**config.mk**
```make
export PLATFORM = sky130hd
export DESIGN_NAME = time_counter_gen
export DESIGN_NICKNAME = d
export VERILOG_FILES = /design/src/rtl/stopwatch_pkg.sv /design/src/rtl/mod_digit.sv /design/src/rtl/time_counter_gen.sv
export SDC_FILE = /design/constraint.sdc
export NUM_CORES = 1
export LEC_CHECK = 0
export CORE_UTILIZATION = 48
export CTS_BUF_LIST = sky130_fd_sc_hd__clkbuf_8
export DETAILED_ROUTE_END_ITERATION = 7
export PLACE_DENSITY = 0.86
export SETUP_SLACK_MARGIN = 0.5
export SLEW_MARGIN = 10
export SYNTH_ARGS = -nofsm -noshare
export SYNTH_HDL_FRONTEND = slang
export SYNTH_SLANG_ARGS = --single-unit
```
**constraint.sdc**
```tcl
create_clock -name clk -period 2 [get_ports clk]
set_input_delay 0.2 -clock clk [delete_from_list [all_inputs] [get_ports clk]]
set_output_delay 0.2 -clock clk [all_outputs]
set_load 0.1 [all_outputs]
```
**src/rtl/stopwatch_pkg.sv**
```systemverilog
// Shared types and constants for the stopwatch digit counters.
package stopwatch_pkg;

  typedef enum logic {
    STOP = 1'b0,
    RUN  = 1'b1
  } run_state_t;

  localparam int SEC_LO_MOD = 10;
  localparam int SEC_HI_MOD = 6;

  // Out-of-range presets snap to the largest legal digit value.
  function automatic int unsigned clamp_to_mod(input int unsigned value,
                                               input int unsigned modulus);
    return (value >= modulus) ? modulus - 1 : value;
  endfunction

endpackage

```
**src/rtl/mod_digit.sv**
```systemverilog
// Single modulo-MOD digit with clear/load/step and a carry/borrow wrap-out.
module mod_digit
  import stopwatch_pkg::*;
#(
  parameter int W   = 4,
  parameter int MOD = SEC_LO_MOD
) (
  input  logic         clk,
  input  logic         rst,
  input  logic         clear,
  input  logic         load,
  input  logic [W-1:0] load_val,
  input  logic         inc,
  input  logic         dec,
  output logic [W-1:0] value,
  output logic         wrap
);

  localparam logic [W-1:0] MAX_VAL = W'(MOD - 1);

  assign wrap = (inc && (value == MAX_VAL)) || (dec && (value == '0));

  always_ff @(posedge clk or negedge rst) begin
    if (!rst) begin
      value <= '0;
    end else if (clear) begin
      value <= '0;
    end else if (load) begin
      value <= load_val;
    end else if (inc) begin
      value <= (value == MAX_VAL) ? '0 : value + 1'b1;
    end else if (dec) begin
      value <= (value == '0) ? MAX_VAL : value - 1'b1;
    end
  end

endmodule

```
**src/rtl/time_counter_gen.sv**
```systemverilog
// Two-digit modulo time counter with run/stop FSM, up/down count and
// wrap-or-saturate behaviour at the bounds; ovf chains to the next stage.
module time_counter_gen
  import stopwatch_pkg::*;
#(
  parameter int HI_W     = 3,
  parameter int LO_W     = 4,
  parameter int HI_MOD   = SEC_HI_MOD,
  parameter int LO_MOD   = SEC_LO_MOD,
  parameter bit SATURATE = 1'b0
) (
  input  logic            clk,
  input  logic            rst,
  input  logic            tick,
  input  logic            back,
  input  logic            run_toggle,
  input  logic            clear,
  input  logic            load,
  input  logic [HI_W-1:0] load_high,
  input  logic [LO_W-1:0] load_low,
  output logic [HI_W-1:0] high_val,
  output logic [LO_W-1:0] low_val,
  output logic            ovf,
  output logic            running
);

  run_state_t      state, state_next;
  logic            count_en;
  logic            at_top, at_bottom, at_bound;
  logic            sat_stop;
  logic            lo_inc, lo_dec, lo_wrap;
  logic            hi_inc, hi_dec, hi_wrap;
  logic [HI_W-1:0] load_high_c;
  logic [LO_W-1:0] load_low_c;

  assign load_high_c = HI_W'(clamp_to_mod(32'(load_high), HI_MOD));
  assign load_low_c  = LO_W'(clamp_to_mod(32'(load_low), LO_MOD));

  assign count_en  = tick && (state == RUN) && !clear && !load;
  assign at_top    = (high_val == HI_W'(HI_MOD - 1)) && (low_val == LO_W'(LO_MOD - 1));
  assign at_bottom = (high_val == '0) && (low_val == '0);
  assign at_bound  = back ? at_bottom : at_top;
  assign sat_stop  = SATURATE && count_en && at_bound;

  // In saturate mode the bound tick is swallowed here, so the digits never move.
  assign lo_inc = count_en && !back && !sat_stop;
  assign lo_dec = count_en &&  back && !sat_stop;
  assign hi_inc = lo_wrap && !back;
  assign hi_dec = lo_wrap &&  back;

  mod_digit #(.W(LO_W), .MOD(LO_MOD)) u_low (
    .clk      (clk),
    .rst      (rst),
    .clear    (clear),
    .load     (load),
    .load_val (load_low_c),
    .inc      (lo_inc),
    .dec      (lo_dec),
    .value    (low_val),
    .wrap     (lo_wrap)
  );

  mod_digit #(.W(HI_W), .MOD(HI_MOD)) u_high (
    .clk      (clk),
    .rst      (rst),
    .clear    (clear),
    .load     (load),
    .load_val (load_high_c),
    .inc      (hi_inc),
    .dec      (hi_dec),
    .value    (high_val),
    .wrap     (hi_wrap)
  );

  always_ff @(posedge clk or negedge rst) begin
    if (!rst) begin
      state <= STOP;
      ovf   <= 1'b0;
    end else begin
      state <= state_next;
      ovf   <= sat_stop || hi_wrap;
    end
  end

  // Saturation stop overrides a coincident run_toggle.
  always_comb begin
    state_next = state;
    if (run_toggle) begin
      state_next = (state == RUN) ? STOP : RUN;
    end
    if (sat_stop) begin
      state_next = STOP;
    end
  end

  assign running = (state == RUN);

endmodule

```
==> reports/qor.txt <==
Area share of the largest cell type after synthesis -> 0.264
Crit-path max cell delay -> 0.51 ns
H-tree depth -> 1
Detailed Route Iter0 Violations -> 57
Endpoints failing setup -> 0
Compound-gate portion of the synthesized area -> 0.294
CTS tree -> yes
Max-cap violations -> 0
Antenna Nets Post-Route -> 0
DR top layer -> met4
Overall routing resource usage -> 0.330
Crit share post-route -> 0.859
Simple-gate share of the synthesized area -> 0.282
Final net count -> 154
Final max-slew violation count -> 0
Register area share after synthesis -> 0.264
Startpoint Class -> flip-flop
Flop and latch count out of synthesis -> 9
Max VDD drop -> 0.745 mV
Wire length on met3 -> 237 um
Critical Path RT -> 2.14 ns
Clock buffer depth -> 2
Max_slew headroom -> 0.712
Gp weighted congestion -> 0.956
Synth area leader -> dfrtp_1
Total length of routed wires -> 3.06 mm
Wire per inst -> 20.1 um
Post-DP HPWL -> 1.80 mm
Area delta synth->final -> 53.6%
FF-to-FF End -> u_low.value[2]$_DFFE_PN0P_
Vias in the first global route -> 934
Final Hold Fails -> 0
Xor and xnor fraction of the mapped netlist area -> 0.0308
Top_reg_cell synth -> dfrtp_1
Avg Cell Area, Syn -> 8.27 um2
Worst-skew pair later-pin latency -> 0.24 ns
Post-synth EDFFs -> 0
Cells after Synth -> 103
Layout Cells excl Fill -> 152
# diodes -> 0
CORE AREA -> 0.00158 mm2
Worst Setup End Kind -> flip-flop
Slew @ Worst Pin -> 0.430 ns
P per Cell Area -> 811 mW/mm2
R2r setup slk -> 0.28 ns
Async set or reset register ratio after synthesis -> 1.00
Die height -> 44.1 um
Synth top cells by count -> 9 x dfrtp_1, 9 x inv_1, 8 x nand2_1
CP Depth -> 7
Status -> finished, final reports clean
First-pass GRT wire length -> 4.59 mm
Mapped Area -> 852 um2
Worst reg2reg path depth -> 7
Worst path bufs/invs -> 2
Initial antenna violation count -> 0
Via/cell ratio -> 6.63
Final Critical Period -> 1.72 ns
Post-Syn Nets -> 120
RSZ-0062 raised after global routing -> true
Die footprint -> 0.00195 mm2
Sum Neg Setup Slack -> 0 ns
Top cells by area, synth -> dfrtp_1 26%, ha_1 4.4%, inv_1 4.0%
Root Buffer -> clkbuf_8
Overall die width -> 44.1 um
Lkg Pwr -> 0.499 nW
DRC -> 0
Largest family of logic cells by synthesized area -> compound AO/OA/AOI/OAI gates
Top-Level Pins -> 23
Metal-1 WL -> 1.21 mm
WS Path Type -> reg2reg
DR WL met2 -> 1.51 mm
Placed Cells incl. Taps -> 140
Total gr overflow -> 0
Worst Skew -> 0.00320 ns
CP delay by family, top -> flip-flops
Slowest cell on crit path -> dfrtp_4
Max Clk Rate -> 582 MHz
CTS clk-pin slew, worst paths -> 0.05 ns
Num rows -> 14
# port buffers -> 22
CTS Buf Count -> 3
Yosys Warn Count -> 0
Crit path max fanout -> 4
Largest net degree at the start of global routing -> 14
Vias post-DR -> 1008
Area share of fa/ha/maj cells after synthesis -> 0.0441
Layout cell share with drive strength beyond 1 -> 0.382
Hold/Removal Path Class -> in2async
Distinct cells, synth -> 46
Critical path data arrival time -> 1.86 ns
Initial core utilization -> 0.540
CTS sink count -> 9
Post-synthesis mux area share -> 0
Worst reg2reg startpoint -> u_low.value[0]$_DFFE_PN0P_
Cells along the critical path -> ha_4 > buf_4 > buf_4 > nand2_1 > nand4_1 > o311a_1 > a221oi_2
Crit-path most repeated cell -> buf_4
1st-pass router iterations -> 4
==> where the power goes <==
group / leakage, nW / total (mW) / internal, mW / switching (mW)
logic: 0.366 / 0.558 / 0.198 / 0.360
clock network: 0.0269 / 0.215 / 0.134 / 0.0802
registers: 0.106 / 0.289 / 0.221 / 0.0677
total: 0.499 / 1.06 / 0.553 / 0.508
==> registers in the layout (all words and copies together), names as in the netlist <==
register / cells
u_low.value: 4
u_high.value: 3
ovf: 1
running: 1
==> metrics by stage <==
step / util / instance area (um2) / setup WS (ns) / power [mW] / hold slack, ns
2_1_floorplan: - / 927 / 0.313 / 0.633 / -0.0956
3_3_place_gp: 0.721 / 1140 / 0.147 / 0.749 / 0.529
3_5_place_dp: 0.721 / 1140 / 0.157 / 0.755 / 0.529
4_1_cts: 0.794 / 1250 / 0.423 / 1.01 / 0.279
5_1_grt: 0.830 / 1310 / 0.237 / 1.10 / 0.305
6_report: 0.830 / 1310 / 0.283 / 1.06 / 0.268
==> what timing repair did <==
action / in CTS / in global routing
hold buffers: 0 / 0
endpoints found under the setup margin: 7 / 7
buffers inserted: 6 / 2
resized for setup: 10 / 7
pin swaps: 8 / 8
==> cells by family (layout without fill, tap and decap cells) <==
logic type | count (synthesis) | count (layout)
simple gates | 40 | 40
xor+xnor | 3 | 3
buf+inv | 14 | 47
fa+ha+maj | 3 | 3
flops | 9 | 9
compound gates | 34 | 34
==> worst max path at each step <==
stage	from	endpoint	slack, ns
after global placement	load	u_low.value[1]$_DFFE_PN0P_	0.15
final	u_low.value[0]$_DFFE_PN0P_	u_low.value[2]$_DFFE_PN0P_	0.28
after floorplan	u_low.value[1]$_DFFE_PN0P_	u_high.value[2]$_DFFE_PN0P_	0.31
after global routing	u_low.value[1]$_DFFE_PN0P_	u_high.value[2]$_DFFE_PN0P_	0.24
after CTS	u_low.value[1]$_DFFE_PN0P_	u_high.value[2]$_DFFE_PN0P_	0.42
after detailed placement	load	u_low.value[1]$_DFFE_PN0P_	0.16
==> metal layers <==
layer  vias to the layer above  global-route usage
li1                        462                   -
met1                       468               0.426
met2                        66               0.553
met3                        12              0.0653
met4                         0               0.103
met5                         -                   0
==> layout by cell type (no fill, tap or decap), drive strengths merged, types with 2 or more instances in the layout <==
cell	count
buf	21
clkdlybuf4s50	11
inv	10
dfrtp	9
nand2	8
nor2	6
o21ai	6
a21oi	5
nand3	4
nand2b	4
clkbuf	3
nor4	3
ha	3
nand4bb	2
a21boi	2
a32o	2
nand3b	2
nor3	2
o211ai	2
a221oi	2
nor3b	2
a31oi	2
xor2	2
dlygate4sd2	2
o221ai	2
nor2b	2
==> final cells by class <==
type	count	area, um2
Sequential cell	9	245
Inverter	9	36.3
Fill cell	96	268
Multi-Input combinational cell	80	669
Clock inverter	1	3.75
Tap cell	16	20.0
Clock buffer	3	41.3
Timing Repair Buffer	34	293
Power figures use the tool's default switching activity.
